**src/rtl/mem2_load_collector.sv**
```systemverilog
// MEM2-stage load response collector: formats the in-order data response,
// holds it until MEM2 advances, stalls while it is outstanding and drops
// the orphaned response of a flushed load.
module mem2_load_collector (
  input  logic        clk,
  input  logic        rst,
  input  logic        MEM2_Flush,
  input  logic        MEM2_Wr,
  input  logic        MEM2_IsLoad,
  input  logic [1:0]  MEM2_LoadSize,
  input  logic        MEM2_LoadSign,
  input  logic [1:0]  MEM2_Offset,
  input  logic        Dres_valid,
  input  logic [31:0] Dres_data,
  output logic [31:0] MEM2_LoadData,
  output logic        MEM2_LoadValid,
  output logic        Load_Stall
);

  localparam int unsigned DataW = 32;
  localparam int unsigned ByteW = 8;
  localparam int unsigned HalfW = 16;

  localparam logic [1:0] SizeByte = 2'b00;
  localparam logic [1:0] SizeHalf = 2'b01;

  typedef enum logic [1:0] {
    IDLE  = 2'd0,
    DONE  = 2'd1,
    DRAIN = 2'd2
  } state_t;

  state_t           state;
  logic [DataW-1:0] load_buf;
  logic [DataW-1:0] formatted;
  logic             accept;

  // Extract the addressed field from the aligned word and extend it.
  function automatic logic [DataW-1:0] format_load(
    input logic [DataW-1:0] d,
    input logic [1:0]       size,
    input logic             sign,
    input logic [1:0]       offset
  );
    logic [ByteW-1:0] byte_f;
    logic [HalfW-1:0] half_f;
    logic [DataW-1:0] result;
    byte_f = d[ByteW-1:0];
    half_f = d[HalfW-1:0];
    result = d;
    case (offset)
      2'd0:    byte_f = d[7:0];
      2'd1:    byte_f = d[15:8];
      2'd2:    byte_f = d[23:16];
      default: byte_f = d[31:24];
    endcase
    half_f = offset[1] ? d[31:16] : d[15:0];
    if (size == SizeByte) begin
      result = {{(DataW-ByteW){sign & byte_f[ByteW-1]}}, byte_f};
    end else if (size == SizeHalf) begin
      result = {{(DataW-HalfW){sign & half_f[HalfW-1]}}, half_f};
    end
    return result;
  endfunction

  assign formatted = format_load(Dres_data, MEM2_LoadSize, MEM2_LoadSign, MEM2_Offset);
  assign accept    = (state == IDLE) && MEM2_IsLoad && Dres_valid;

  // Zero-latency outputs: the response is forwarded in its arrival cycle.
  always_comb begin
    MEM2_LoadData  = '0;
    MEM2_LoadValid = 1'b0;
    Load_Stall     = 1'b0;
    case (state)
      IDLE: begin
        if (MEM2_IsLoad) begin
          if (Dres_valid) begin
            MEM2_LoadData  = formatted;
            MEM2_LoadValid = 1'b1;
          end else begin
            Load_Stall = 1'b1;
          end
        end
      end
      DONE: begin
        MEM2_LoadData  = load_buf;
        MEM2_LoadValid = 1'b1;
      end
      DRAIN: begin
        Load_Stall = MEM2_IsLoad;
      end
      default: begin
        MEM2_LoadData = '0;
      end
    endcase
  end

  // State and held result; flush takes priority over MEM2_Wr.
  always_ff @(posedge clk) begin
    if (rst) begin
      state    <= IDLE;
      load_buf <= '0;
    end else begin
      case (state)
        IDLE: begin
          if (accept) begin
            load_buf <= formatted;
            if (!MEM2_Flush && !MEM2_Wr) begin
              state <= DONE;
            end
          end else if (MEM2_IsLoad && MEM2_Flush) begin
            state <= DRAIN;
          end
        end
        DONE: begin
          if (MEM2_Flush || MEM2_Wr) begin
            state <= IDLE;
          end
        end
        DRAIN: begin
          if (Dres_valid) begin
            state <= IDLE;
          end
        end
        default: begin
          state <= IDLE;
        end
      endcase
    end
  end

endmodule

```
**config.mk**
```make
export PLATFORM = sky130hd
export DESIGN_NAME = mem2_load_collector
export DESIGN_NICKNAME = d
export VERILOG_FILES = /design/src/rtl/mem2_load_collector.sv
export SDC_FILE = /design/constraint.sdc
export NUM_CORES = 1
export LEC_CHECK = 0
export ABC_AREA = 1
export BUFFER_PORTS_ARGS = -buffer_cell sky130_fd_sc_hd__buf_4
export CAP_MARGIN = 10
export CORE_MARGIN = 3
export CORE_UTILIZATION = 52
export CTS_CLUSTER_SIZE = 30
export DETAILED_ROUTE_END_ITERATION = 8
export GPL_TIMING_DRIVEN = 0
export PLACE_DENSITY_LB_ADDON = 0.2
export SYNTH_ARGS = -nofsm -noshare
export SYNTH_HDL_FRONTEND = slang
export SYNTH_SLANG_ARGS = --single-unit
```
**constraint.sdc**
```tcl
create_clock -name clk -period 1.9 [get_ports clk]
set_input_delay 0.475 -clock clk [delete_from_list [all_inputs] [get_ports clk]]
set_output_delay 0.475 -clock clk [all_outputs]
set_load 0.02 [all_outputs]
```
==> results of run 1 <==
-- metal layers --
layer | GRT overflow | global-route usage (%)
met4 | 34 | 82.8
met5 | 0 | 0
met2 | 73 | 93.8
met3 | 3 | 49.6
met1 | 1 | 69.4
-- through the flow --
| stage | cell area, um^2 | utilization [%] | setup TNS (ps) |
|---|---|---|---|
| 3_5_place_dp | 3200 | 70.1 | -5320 |
| 4_1_cts | 4300 | 94.3 | -4150 |
| 2_1_floorplan | 2570 | - | 0 |
| 3_3_place_gp | 3200 | 70.1 | -5050 |
-- cells by family after synthesis --
kind of cell | after synthesis | share of synthesized area (%)
simple gates | 285 | 51.6
compound gates | 43 | 11.5
buf+inv | 49 | 10.4
flops | 34 | 26.5
-- what timing repair did --
action,CTS
cloned,6
setup buffers,32
gates resized for setup,172
pin swaps,39
endpoints found under the setup margin,32
hold buffers,0
==> metrics, run 1 <==
status stopped before the end; Remaining Overflow, GRT 111; Syn Area/Cell 6.24 um^2; Last stage global routing (5_1_grt); first error [ERROR GRT-0232] Routing congestion too high. Check the congestion heatmap in the GUI.; yosys warns 0; clock buffer count from CTS 5; Synth top area share 26.5%; deepest clock path buffer count 2; Post-synth top cells 156 x nand2_1, 46 x nand3_1, 35 x nor2_1, 34 x dfxtp_1, 22 x nand2_2; Worst endpoint type primary output; H-tree levels 2; Starting Density 56.2%; port bufs 73; Root Buffer clkbuf_8; post-synthesis instance area 2570 um^2; worst_ep grt MEM2_LoadData[29]; Total GRT Usage 72.1%; Yosys top cell by area dfxtp_1; Yosys reg bits 34; Die Y 76.3 um; Cell variety after synth 24; Cells after Synth 411; placed cells 549; dpl hpwl 6.11 mm; Die X-Extent 76.3 um; top post-synthesis cells by area dfxtp_1 27%, nand2_1 23%, nand3_1 9.0%, a21oi_2 6.8%, nand2_2 5.4%; syn nets 454; Main synth FF type dfxtp_1; # clock sinks 34; Post-synth EDFFs 0; FP Rows 24; Placer Congestion 0.922; pre-CTS WS -233 ps; largest net degree at the start of global routing 11; ys async rst share 0%; Top-Level Pins 77; most common cell in the synthesized netlist nand2_1; post-synthesis sequential area ratio 26.5%
==> run 2: changes to the inputs <==
- CORE_UTILIZATION: 52 -> 39
- CTS_CLUSTER_SIZE: 30 -> default
- PLACE_DENSITY_LB_ADDON: 0.2 -> 0.15
==> metrics, run 2 <==
setup slack after layout -151 ps; filler cell count 502; Post-synth EDFFs 0 (unchanged); deepest clock path buffer count 2 (unchanged); max incr delay on CP 340 ps; first-pass GRT wire length 15.1 mm; Placer Congestion 0.929 (+0.82%); worst-path cell chain inv_2, nand2_2, nor2_4, buf_6, buf_8, buf_6, nand3_4, nand2_2, buf_6; syn nets 454 (unchanged); pwr dens 559 nW/um^2; Root Buffer clkbuf_8; number of max-cap violations 0; yosys warns 0 (unchanged); initial antenna violation count 0; critical path's slowest cell dfxtp_2; non-filler cells, final 619; delay-heaviest family, CP buffers and inverters; Yosys reg bits 34 (unchanged); routed wl met3 709 um; reg2reg setup slack -80 ps; Skew-Pair Late Insertion Delay 290 ps; largest reg by FF count load_buf; clock buffer count from CTS 5 (unchanged); Top-Level Pins 77 (unchanged); Worst Hold End load_buf[8]$_SDFFE_PP0P_; layout net count 587; Critical Path Start Type register; r2r worst-path depth 15; Remaining Overflow, GRT 0; DR vias 3258; Tightest Pin Transition 678 ps; core region area 6130 um^2; placed cells 559 (+1.8%); LEAKAGE 2.03 nW; Syn Area/Cell 6.24 um^2 (unchanged); Cell variety after synth 24 (unchanged); worst reg2reg startpoint state[1]$_SDFFE_PP0P_; cell mode on critical path buf_6; Starting Density 41.9% (-14 points); Final Slew Violations 0; dpl hpwl 6.07 mm (-0.62%); Cells after Synth 411 (unchanged); layout cells sized above 1 54.0%; # clock sinks 34 (unchanged); kind of end point of the critical path output pin; post-synthesis sequential area ratio 26.5% (unchanged); Hold Crit Depth 2; Die Y 87.1 um (+14%); Iter 0 DRT Violations 272; most common cell in the synthesized netlist nand2_1; Fin. Hold Viols 0; Layout area overhead 70.8%; commonest non-fill, non-tap cell in the layout nand2_1; Vias/cell 5.26; Hold Crit Class register to register; Setup Crit Path Kind register to output pin; CP max FO 5; fin crit share 108%; Top Registers load_buf (32), state (2); Synth top area share 26.5% (unchanged); antenna cells 0; post-synthesis instance area 2570 um^2 (unchanged); CTS tree built; Die Area 7590 um^2; ys async rst share 0% (unchanged); FP Rows 28 (+17%); Slew headroom 54.8%; worst path bufs/invs 5; top post-synthesis cells by area dfxtp_1 27%, nand2_1 23%, nand3_1 9.0%, a21oi_2 6.8%, nand2_2 5.4%; clk_skew 2.97 ps; met1 WL 3.88 mm; port bufs 73 (unchanged); DP Area 3210 um^2 (+0.39%); final setup vio count 33; design area 4380 um^2; DR WL/cell 15.3 um; largest net degree at the start of global routing 11; Detailed Routing Iterations Pass 1 5; Post-synth top cells 156 x nand2_1, 46 x nand3_1, 35 x nor2_1, 34 x dfxtp_1, 22 x nand2_2; Yosys top cell by area dfxtp_1; H-tree levels 2 (unchanged); Total GRT Usage 25.0%; Main synth FF type dfxtp_1; max layer used met4; failing checks setup timing; # DRC 0; min Tclk post-route 2050 ps; reg2reg end load_buf[11]$_SDFFE_PP0P_; status complete, but fails checks; Worst VDD drop 0.382 mV; most frequent cells in the layout 112 x nand2_1, 85 x buf_4, 60 x nand2_2, 44 x buf_6, 36 x nand3_1; DR WL met2 4.72 mm; vias in the first global route 3162; Routed WL 9.50 mm; hold_sp load_buf[8]$_SDFFE_PP0P_; clock-pin transition on the worst setup and hold timing paths 70 ps; Die X-Extent 87.1 um (+14%); Largest register FFs 32; Max Fclk 0.488 GHz; CP Data Arrival Time 1580 ps; unrepaired setup endpoints after global routing true; post-route ant nets 0; worst endpoint required time 1420 ps
==> run 2: cell counts after synthesis <==
No cell type changed its count.
==> run 2: final cells by class <==
| cell class | count | area, um^2 | share of cell area (%) |
|---|---|---|---|
| Buffer | 24 | 225 | 5.14 |
| Clock buffer | 6 | 82.6 | 1.88 |
| Clock inverter | 1 | 30.0 | 0.685 |
| Inverter | 24 | 97.6 | 2.23 |
| Multi-Input combinational cell | 328 | 1980 | 45.3 |
| Sequential cell | 34 | 683 | 15.6 |
| Tap cell | 75 | 93.8 | 2.14 |
| Timing Repair Buffer | 127 | 1190 | 27.1 |
==> run 2: how the worst max path moves through the flow <==
stage / startpoint / endpoint / slack (ps) / cells after the start
after CTS: state[1]$_SDFFE_PP0P_ / MEM2_LoadData[31] / -160 / 9
final: state[1]$_SDFFE_PP0P_ / MEM2_LoadData[6] / -150 / 9
after global placement: MEM2_LoadSize[0] / MEM2_LoadData[13] / -200 / 10
after global routing: state[0]$_SDFFE_PP0P_ / MEM2_LoadData[17] / -230 / 9
after floorplan: MEM2_Offset[1] / MEM2_LoadData[15] / 9 / 9
after detailed placement: MEM2_LoadSize[0] / MEM2_LoadData[13] / -200 / 10
==> run 2: worst min-delay path: stages (launching register included) <==
cell and delay [ps]:
dfxtp_1 310, nand2_1 60, a21oi_1 50
==> run 2: through the flow <==
| stage | total power, mW | setup slack (ps) | TNS (ps) | hold WS, ps | utilization, % |
|---|---|---|---|---|---|
| finish | 2.45 | -151 | -3660 | 466 | 71.5 |
| global route | 2.56 | -225 | -5900 | 481 | 71.5 |
| CTS | 2.34 | -160 | -3650 | 467 | 65.6 |
| detailed placement | 1.45 | -198 | -4520 | 455 | 52.4 |
| global placement | 1.45 | -204 | -4890 | 452 | 52.4 |
| floorplan | 1.21 | 9.34 | 0 | 445 | - |
==> run 2: logic make-up (layout without fill, tap and decap cells) <==
kind of cell,count (synthesis),count (layout),synth area share (%)
compound gates,43,43,11.5
flops,34,34,26.5
simple gates,285,285,51.6
buf+inv,49,182,10.4
==> run 2: repair_timing <==
item | 4_1_cts | 5_1_grt
gates resized for setup | 122 | 63
pin swaps | 28 | 31
hold buffers | 0 | 0
setup endpoints to repair | 32 | 33
setup buffers | 34 | 16
gates cloned | 2 | 2
==> run 2: power by group <==
part           internal, mW  switching [mW]
Sequential            0.759          0.0243
Combinational         0.442           0.518
Clock                 0.420           0.288
Total                  1.62           0.830
==> run 2: routing by layer <==
metal	up-vias	global-route usage, %
met5	-	0
met4	0	9.62
met3	19	5.01
met2	140	40.7
met1	1516	32.4
li1	1583	-
Power figures use the tool's default switching activity.
